[config.mk]
export PLATFORM = sky130hd
export DESIGN_NAME = vlane_normalizer
export DESIGN_NICKNAME = d
export VERILOG_FILES = /design/src/rtl/vlane_normalizer_pkg.sv /design/src/rtl/vlane_normalizer_lzc.sv /design/src/rtl/vlane_normalizer.sv
export SDC_FILE = /design/constraint.sdc
export NUM_CORES = 1
export LEC_CHECK = 0
export ABC_AREA = 1
export CAP_MARGIN = 5
export CORE_UTILIZATION = 23
export CTS_CLUSTER_SIZE = 24
export DETAILED_ROUTE_END_ITERATION = 10
export DONT_BUFFER_PORTS = 1
export GPL_TIMING_DRIVEN = 0
export HOLD_SLACK_MARGIN = 0.08
export PLACE_DENSITY = 0.45
export SYNTH_ARGS = -nofsm -noshare
export SYNTH_HDL_FRONTEND = slang
export SYNTH_SLANG_ARGS = --single-unit
export TNS_END_PERCENT = 50
[constraint.sdc]
create_clock -name clk -period 1.65 [get_ports clk]
set_clock_uncertainty 0.2 [all_clocks]
set_input_delay 0.4125 -clock clk [delete_from_list [all_inputs] [get_ports clk]]
set_output_delay 0.4125 -clock clk [all_outputs]
set_load 0.005 [all_outputs]
[src/rtl/vlane_normalizer_pkg.sv]
// Shared vector-lane definitions: normalizer opcodes and the count-width helper.
package vlane_normalizer_pkg;

  localparam logic NORM_OP_CLZ = 1'b0;
  localparam logic NORM_OP_CLS = 1'b1;

  // The count must reach WIDTH itself (all-zero CLZ), hence one bit more than log2.
  function automatic int norm_cnt_w(input int log2width);
    return log2width + 1;
  endfunction

endpackage

[src/rtl/vlane_normalizer_lzc.sv]
// Purely combinational leading-zero counter; an all-zero input yields WIDTH.
module vlane_lzc
  import vlane_normalizer_pkg::*;
#(
  parameter int WIDTH     = 32,
  parameter int LOG2WIDTH = 5,
  localparam int CNT_W    = norm_cnt_w(LOG2WIDTH)
) (
  input  logic [WIDTH-1:0] din,
  output logic [CNT_W-1:0] cnt
);

  logic found;

  always_comb begin
    cnt   = CNT_W'(WIDTH);
    found = 1'b0;
    for (int i = WIDTH - 1; i >= 0; i--) begin
      if (!found && din[i]) begin
        cnt   = CNT_W'(WIDTH - 1 - i);
        found = 1'b1;
      end
    end
  end

endmodule

[src/rtl/vlane_normalizer.sv]
// CLZ/CLS normalizer with valid/ready flow control.
// Define VLANE_NORM_PIPE_BREAK_EN for a two-stage pipe (count | shift); default is one stage.
module vlane_normalizer
  import vlane_normalizer_pkg::*;
#(
  parameter int WIDTH     = 32,
  parameter int LOG2WIDTH = 5,
  localparam int CNT_W    = norm_cnt_w(LOG2WIDTH)
) (
  input  logic             clk,
  input  logic             resetn,
  input  logic             in_valid,
  output logic             in_ready,
  input  logic [WIDTH-1:0] opA,
  input  logic             op,
  output logic             out_valid,
  input  logic             out_ready,
  output logic [WIDTH-1:0] result,
  output logic [CNT_W-1:0] count
);

  // Left-only barrel shift; the top stage (shift by WIDTH) clears the word.
  function automatic logic [WIDTH-1:0] shl_barrel(input logic [WIDTH-1:0] a,
                                                  input logic [CNT_W-1:0] s);
    logic [WIDTH-1:0] v;
    v = a;
    for (int k = 0; k < CNT_W; k++) begin
      if (s[k]) v = v << (1 << k);
    end
    return v;
  endfunction

  logic [WIDTH-1:0] lzc_in;
  logic [WIDTH-1:0] cls_vec;
  logic [CNT_W-1:0] lzc_cnt;
  logic [CNT_W-1:0] norm_cnt;

  // CLS: each bit of cls_vec flags a sign change; the masked MSB makes the count one too high.
  always_comb begin
    cls_vec          = opA ^ (opA >> 1);
    cls_vec[WIDTH-1] = 1'b0;
    lzc_in           = (op == NORM_OP_CLS) ? cls_vec : opA;
    norm_cnt         = (op == NORM_OP_CLS) ? (lzc_cnt - CNT_W'(1)) : lzc_cnt;
  end

  vlane_lzc #(
    .WIDTH     (WIDTH),
    .LOG2WIDTH (LOG2WIDTH)
  ) u_lzc (
    .din (lzc_in),
    .cnt (lzc_cnt)
  );

`ifdef VLANE_NORM_PIPE_BREAK_EN

  logic             vld_p1_q, vld_p1_d;
  logic [WIDTH-1:0] opa_p1_q, opa_p1_d;
  logic [CNT_W-1:0] cnt_p1_q, cnt_p1_d;
  logic             vld_p2_q, vld_p2_d;
  logic [WIDTH-1:0] res_p2_q, res_p2_d;
  logic [CNT_W-1:0] cnt_p2_q, cnt_p2_d;
  logic             p1_free, p2_free;

  always_comb begin
    p2_free  = !vld_p2_q || out_ready;
    p1_free  = !vld_p1_q || p2_free;
    in_ready = p1_free;

    vld_p1_d = vld_p1_q;
    opa_p1_d = opa_p1_q;
    cnt_p1_d = cnt_p1_q;
    vld_p2_d = vld_p2_q;
    res_p2_d = res_p2_q;
    cnt_p2_d = cnt_p2_q;

    if (p1_free) begin
      vld_p1_d = in_valid;
      if (in_valid) begin
        opa_p1_d = opA;
        cnt_p1_d = norm_cnt;
      end
    end

    if (p2_free) begin
      vld_p2_d = vld_p1_q;
      if (vld_p1_q) begin
        res_p2_d = shl_barrel(opa_p1_q, cnt_p1_q);
        cnt_p2_d = cnt_p1_q;
      end
    end
  end

  // S1: operand and count
  always_ff @(posedge clk or negedge resetn) begin
    if (!resetn) begin
      vld_p1_q <= 1'b0;
      opa_p1_q <= '0;
      cnt_p1_q <= '0;
    end else begin
      vld_p1_q <= vld_p1_d;
      opa_p1_q <= opa_p1_d;
      cnt_p1_q <= cnt_p1_d;
    end
  end

  // S2: shifted result
  always_ff @(posedge clk or negedge resetn) begin
    if (!resetn) begin
      vld_p2_q <= 1'b0;
      res_p2_q <= '0;
      cnt_p2_q <= '0;
    end else begin
      vld_p2_q <= vld_p2_d;
      res_p2_q <= res_p2_d;
      cnt_p2_q <= cnt_p2_d;
    end
  end

  assign out_valid = vld_p2_q;
  assign result    = res_p2_q;
  assign count     = cnt_p2_q;

`else

  logic             vld_p1_q, vld_p1_d;
  logic [WIDTH-1:0] res_p1_q, res_p1_d;
  logic [CNT_W-1:0] cnt_p1_q, cnt_p1_d;

  always_comb begin
    in_ready = !vld_p1_q || out_ready;
    vld_p1_d = vld_p1_q;
    res_p1_d = res_p1_q;
    cnt_p1_d = cnt_p1_q;
    if (in_ready) begin
      vld_p1_d = in_valid;
      if (in_valid) begin
        res_p1_d = shl_barrel(opA, norm_cnt);
        cnt_p1_d = norm_cnt;
      end
    end
  end

  // S1: count and shift in one combinational stage
  always_ff @(posedge clk or negedge resetn) begin
    if (!resetn) begin
      vld_p1_q <= 1'b0;
      res_p1_q <= '0;
      cnt_p1_q <= '0;
    end else begin
      vld_p1_q <= vld_p1_d;
      res_p1_q <= res_p1_d;
      cnt_p1_q <= cnt_p1_d;
    end
  end

  assign out_valid = vld_p1_q;
  assign result    = res_p1_q;
  assign count     = cnt_p1_q;

`endif

endmodule

# Yosys cells after proc, flatten, opt, wreduce, memory -nomap -nowiden
# Index checks and enable logic that the tools add are counted.
# word_totals
register_bits	39
out_inout_bits	40
ramBits	0
word_cells	141
romBits	0
n_memories	0
latch_bits	0
# classes
order_cmp	0
n_reduce_logical	65
bitwise_logic	1
shifts	0
n_addsub	1
mul	0
n_mux	71
eq_ne	0
div_mod_pow	0
# ops
operator	count
32-bit 2-to-1 mux	7
6-bit 2-to-1 mux	33
1-bit logical NOT	32
1-bit logical AND	31
1-bit 2-to-1 mux	31
31-bit bitwise XOR	1
6-bit by 1-bit subtractor with 6-bit output (second input constant)	1
2-bit AND reduction	1
1-bit logical OR	1

# Depth between registers and ports, before layout
# depth
depth_word	104
ltp_mapped	33
depth_no_buf	32

# Hierarchy
# Synthesis repeated with hierarchy kept, for this count alone.
# hier_totals
hier_cells	780
area_unflattened_um2	4496.8
# by_module_without_submodules
module	area_each_um2	n_inst	cells_each
vlane_normalizer	3847.4	1	674
vlane_lzc	649.4	1	106

# Least setup slack after synthesis
# No wires, ideal clock.
# synth_timing
path_kind	input to register
from	input port op
to	register res_p1_q[18] (netlist: result[18])
setup_time_ps	116
n_path_buf	2
arrival_ps	3783
path_stages	31
setup_slack_ps	-2449
cell_sequence	buf_6 > nand3_1 > nand2_1 > nor2_1 > nand2_1 > nor2_1 > nand4_1 > nor2_2 > nand4_1 > nor2_1 > nand4_1 > nor2_1 > nand4_1 > nor2_1 > nand4_1 > nor2_1 > nand4_1 > nor2_2 > nand4_4 > nand2_2 > inv_1 > ha_1 > nand2_1 > inv_1 > xor2_1 > clkbuf_1 > nand3_1 > nand3_1 > nand3_1 > nand2_1 > nand2_1
# synth_via
elab_chain_len	103
elab_cells_between_ends	134
# synth_rtl
element	line_no	rtl
from (decl)	vlane_normalizer.sv:15	input logic op,
32-bit 2-to-1 mux	vlane_normalizer.sv:42	lzc_in = (op == NORM_OP_CLS) ? cls_vec : opA;
1-bit 2-to-1 mux	vlane_normalizer_lzc.sv:19	if (!found && din[i]) begin
1-bit logical NOT	vlane_normalizer_lzc.sv:19	
1-bit logical AND	vlane_normalizer_lzc.sv:19	
1-bit 2-to-1 mux	vlane_normalizer_lzc.sv:19	
1-bit logical NOT	vlane_normalizer_lzc.sv:19	
1-bit logical AND	vlane_normalizer_lzc.sv:19	
1-bit 2-to-1 mux	vlane_normalizer_lzc.sv:19	
[83 not listed]	n/a	
1-bit 2-to-1 mux	vlane_normalizer_lzc.sv:19	
1-bit logical NOT	vlane_normalizer_lzc.sv:19	
1-bit logical AND	vlane_normalizer_lzc.sv:19	
6-bit 2-to-1 mux	vlane_normalizer_lzc.sv:19	
6-bit by 1-bit subtractor with 6-bit output	vlane_normalizer.sv:43	norm_cnt = (op == NORM_OP_CLS) ? (lzc_cnt - CNT_W'(1)) : lzc_cnt;
6-bit 2-to-1 mux (*)	vlane_normalizer.sv:43	
32-bit 2-to-1 mux (5 in series)	vlane_normalizer.sv:28	if (s[k]) v = v << (1 << k);
32-bit 2-to-1 mux (*)	vlane_normalizer.sv:28	
to (signal assigned)	vlane_normalizer.sv:151	res_p1_q <= res_p1_d;
to (decl)	vlane_normalizer.sv:126	logic [WIDTH-1:0] res_p1_q, res_p1_d;
# Mark *: on every way between the ends. The rest lies on a longest branch, timed or not.
# A chain may end at the register's enable or synchronous reset.

# Final worst setup path
# layout_timing
from	input port op
to	register res_p1_q[22] (netlist: result[22])
# The elaborated chain is that of the path after synthesis.

==> flow_results.xml <==
<?xml version="1.0" encoding="UTF-8"?>
<metrics>
  <group name="die">
    <metric name="io_pins" unit="">77</metric>
    <metric name="core_area" unit="sq um">18890</metric>
    <metric name="die_width" unit="microns">141.7</metric>
    <metric name="floorplan.die_area" unit="sq um">20070</metric>
    <metric name="row_count" unit="">50</metric>
    <metric name="die_height" unit="microns">141.7</metric>
    <metric name="start_util" unit="%">23.75</metric>
  </group>
  <group name="global_route">
    <metric name="global_route_wire_length_before_repair" unit="microns">27470</metric>
    <metric name="remaining_global_route_overflow" unit="">0</metric>
    <metric name="first_global_vias" unit="">5137</metric>
    <metric name="grt_antenna_before_repair" unit="">0</metric>
    <metric name="grt_max_degree" unit="">40</metric>
    <metric name="gr-usage-all-layers" unit="%">17.49</metric>
  </group>
  <group name="route">
    <metric name="dr.first_iter.drc_count" unit="">434</metric>
    <metric name="drt.antenna.violating_nets" unit="">0</metric>
    <metric name="dr_total_vias" unit="">5123</metric>
    <metric name="avgViaCountPerCell" unit="">4.815</metric>
    <metric name="detail_route.drc_violations" unit="">0</metric>
    <metric name="firstDrtPassIters" unit="">5</metric>
    <metric name="avgRoutedWirePerCell" unit="microns">16.42</metric>
    <metric name="wirelength" unit="microns">17470</metric>
  </group>
  <group name="worst_setup_path">
    <metric name="cp_max_fo" unit="">10</metric>
    <metric name="crit_path_most_repeated_cell" unit="">sky130_fd_sc_hd__buf_4</metric>
    <metric name="critPathArrivalTime" unit="ns">4.07</metric>
    <metric name="worstSetupStartpointType" unit="">input pin</metric>
    <metric name="worst_setup_path_category" unit="">input pin to flip-flop</metric>
    <metric name="required_arrival_time_at_the_worst_endpoint" unit="ns">1.63</metric>
    <metric name="worst_r2r_startpoint" unit="">out_valid</metric>
    <metric name="worst-r2r-setup-slack" unit="ns">-0.34</metric>
    <metric name="critical_path.startpoint" unit="">op</metric>
    <metric name="setup.worst_path.end_class" unit="">flip-flop</metric>
    <metric name="timing.rr.end" unit="">result[4]</metric>
    <metric name="critPathCapture" unit="">result[22]</metric>
    <metric name="cp_slowest_cell" unit="">sky130_fd_sc_hd__xor2_4</metric>
    <metric name="cp_slowest_stage_delay" unit="ns">0.27</metric>
    <metric name="reg2regPathDepth" unit="">8</metric>
  </group>
  <group name="cts">
    <metric name="cts.sink_count" unit="">39</metric>
    <metric name="clkSlewWorstSetupHoldPaths" unit="ns">0.06</metric>
    <metric name="numCtsBuffers" unit="">5</metric>
    <metric name="clkLatencyLatePin" unit="ns">0.29</metric>
    <metric name="cts.root.buffer_cell" unit="">sky130_fd_sc_hd__clkbuf_16</metric>
    <metric name="h-tree-depth" unit="">2</metric>
    <metric name="tritoncts" unit="">yes</metric>
    <metric name="clock_tree.buffer_depth" unit="">2</metric>
  </group>
  <group name="timing">
    <metric name="fin_ws" unit="ns">-2.442</metric>
    <metric name="maxClockFrequency" unit="MHz">244.4</metric>
    <metric name="maxSlewViolCount" unit="">0</metric>
    <metric name="final_period_minus_worst_setup_slack" unit="ns">4.092</metric>
    <metric name="timing_worst_slew_pin_value" unit="ns">0.5360</metric>
    <metric name="timing_hold_violations_final" unit="">0</metric>
    <metric name="grt_setup_unrepaired" unit="">true</metric>
    <metric name="tcrit_tclk_final" unit="%">248.0</metric>
    <metric name="final-setup-viol-count" unit="">38</metric>
    <metric name="slew_headroom" unit="%">63.89</metric>
    <metric name="hold_ws" unit="ns">0.1403</metric>
  </group>
  <group name="outcome">
    <metric name="result_of_the_run" unit="">complete, but fails checks</metric>
    <metric name="failing_checks" unit="">negative setup slack</metric>
  </group>
  <group name="synth">
    <metric name="synth-edff-count" unit="">0</metric>
    <metric name="netlist_area" unit="sq um">4487</metric>
    <metric name="syn_avg_cell_area" unit="sq um">5.919</metric>
    <metric name="synth-main-ff-cell" unit="">sky130_fd_sc_hd__dfrtp_1</metric>
    <metric name="synth_area_leaders" unit="">sky130_fd_sc_hd__dfrtp_1 (22%), sky130_fd_sc_hd__nand2_1 (22%), sky130_fd_sc_hd__nand3_1 (19%), sky130_fd_sc_hd__inv_1 (6.0%), sky130_fd_sc_hd__xor2_1 (4.9%)</metric>
    <metric name="synthesis.nets" unit="">796</metric>
    <metric name="synth.yosys.seq_area_share" unit="%">21.75</metric>
    <metric name="synth.yosys.warnings" unit="">0</metric>
    <metric name="syn-instance-count" unit="">758</metric>
    <metric name="yosysTopAreaCellShare" unit="%">21.75</metric>
    <metric name="synth_top_cell_by_area" unit="">sky130_fd_sc_hd__dfrtp_1</metric>
    <metric name="synth.distinct_cells" unit="">43</metric>
    <metric name="synthArstFlopShare" unit="%">100.0</metric>
    <metric name="ys_ff_latch" unit="">39</metric>
  </group>
  <group name="pwr">
    <metric name="power_density" unit="nW/um^2">868.9</metric>
    <metric name="leakagePower" unit="nW">2.916</metric>
    <metric name="power.ir.vdd_worst" unit="mV">0.4496</metric>
  </group>
  <group name="cells_and_area">
    <metric name="fin_area" unit="sq um">5933</metric>
    <metric name="final.fill_count" unit="">2150</metric>
    <metric name="insertedDiodeCount" unit="">0</metric>
    <metric name="syn_to_final_growth" unit="%">32.24</metric>
    <metric name="drive_gt1_share" unit="%">25.75</metric>
    <metric name="nets" unit="">841</metric>
    <metric name="layoutNonFillerInstCount" unit="">1064</metric>
    <metric name="final-seq-area" unit="sq um">975.9</metric>
    <metric name="multiInputGateArea" unit="sq um">3488</metric>
  </group>
  <group name="placement">
    <metric name="placed_cells" unit="">1018</metric>
    <metric name="place_area" unit="sq um">4936</metric>
    <metric name="finalWeightedCongestion" unit="">0.8719</metric>
    <metric name="total_half_perimeter_wirelength_after_legalization_and_detailed_placement" unit="microns">13790</metric>
    <metric name="placement.io_buffers" unit="">0</metric>
  </group>
  <group name="min_path">
    <metric name="timing.hold.worst_path_depth" unit="">3</metric>
    <metric name="min-delay-path-class" unit="">input pin to flip-flop</metric>
  </group>
  <group name="run">
    <metric name="timing.max_cap.violations" unit="">0</metric>
  </group>
</metrics>
==> kinds of logic after synthesis <==
logic type	Yosys count	share of synthesized area, %
simple gates	514	52.04
compound gates	63	8.896
fa+ha+maj	1	0.2788
buf+inv	114	11.18
xor+xnor	27	5.856
flops	39	21.75
==> routing by layer <==
metal	vias up	routed length (microns)	GRT usage, %
li1	2583	-	-
met1	2422	7867	22.88
met2	98	8520	30.49
met3	20	822	2.734
met4	0	263	3.056
met5	-	0	0
==> state kept, by name (all words and copies together) (netlist names) <==
name and flops:
count 6, out_valid 1, result 32
==> cells in the mapped netlist, types with 2 or more instances <==
master	count
sky130_fd_sc_hd__a21oi_1	8
sky130_fd_sc_hd__a22o_1	2
sky130_fd_sc_hd__buf_2	17
sky130_fd_sc_hd__buf_4	3
sky130_fd_sc_hd__buf_6	4
sky130_fd_sc_hd__clkbuf_1	7
sky130_fd_sc_hd__dfrtp_1	39
sky130_fd_sc_hd__inv_1	72
sky130_fd_sc_hd__inv_2	8
sky130_fd_sc_hd__nand2_1	258
sky130_fd_sc_hd__nand2_2	6
sky130_fd_sc_hd__nand2_4	2
sky130_fd_sc_hd__nand3_1	168
sky130_fd_sc_hd__nand3_2	2
sky130_fd_sc_hd__nand3_4	2
sky130_fd_sc_hd__nand4_1	26
sky130_fd_sc_hd__nor2_1	39
sky130_fd_sc_hd__nor2_2	5
sky130_fd_sc_hd__nor3_1	2
sky130_fd_sc_hd__o211ai_1	6
sky130_fd_sc_hd__o21ai_0	22
sky130_fd_sc_hd__o21ai_1	11
sky130_fd_sc_hd__o21ai_2	4
sky130_fd_sc_hd__o21bai_1	2
sky130_fd_sc_hd__xor2_1	25
==> metrics by stage <==
stage	setup slack, ns	util, %	setup TNS [ns]	total power [mW]
2_1_floorplan	-2.393	-	-86.17	2.967
3_3_place_gp	-3.282	26.13	-116.52	3.594
3_5_place_dp	-3.276	26.13	-115.54	3.585
4_1_cts	-2.393	29.90	-85.98	4.985
5_1_grt	-2.789	31.40	-100.13	5.538
6_report	-2.442	31.40	-86.60	5.155
==> what timing repair did <==
action                                  4_1_cts  5_1_grt
gates resized for setup                      72       63
hold buffers                                  2        0
pin swaps                                    28       15
cloned                                        3        0
endpoints found under the setup margin       38       38
buffers inserted                             26        7
endpoints found under the hold margin        39        0
==> worst min path at each step <==
stage               startpoint         end  slack, ns
floorplan               resetn    count[0]      -0.08
global placement        resetn  result[28]      -0.08
detailed placement      resetn  result[29]      -0.08
CTS                  out_ready   out_valid       0.14
global route         out_ready   out_valid       0.15
finish               out_ready   out_valid       0.14
==> final cells by class <==
type | count | area share (%)
clock buffer | 5 | 2.109
buffer | 33 | 5.040
tap | 260 | 5.483
multi-input combinational | 605 | 58.79
sequential | 39 | 16.45
clock inverter | 3 | 0.7803
timing repair buffer | 38 | 6.052
inverter | 81 | 5.293
==> report_power, final <==
| group | internal [mW] | switching (mW) | leakage, nW |
|---|---|---|---|
| Combinational | 0.917 | 1.66 | 2.35 |
| Sequential | 1.22 | 0.224 | 0.484 |
| Clock | 0.719 | 0.419 | 0.0804 |
| Total | 2.85 | 2.30 | 2.92 |
==> critical path, delay by kind of cell <==
family	cells	cell delay [ns]
AOI/OAI and AO/OA	1	0.23
buffers and inverters	12	1.49
and+or+nand+nor	16	1.66
xor gates and xnor gates	1	0.27
==> cell usage in the layout (no fill, tap or decap), drive strengths merged, types with 2 or more instances in the layout <==
master    n
o211ai    6
xor2     27
inv      81
a21oi     9
nand2   267
clkbuf   15
a22o      2
o21bai    2
nand3   172
dfrtp    39
o21ai    37
nand4    27
buf      60
nor2     45
nor3      2
No activity file was read; power rests on OpenSTA's default activity.
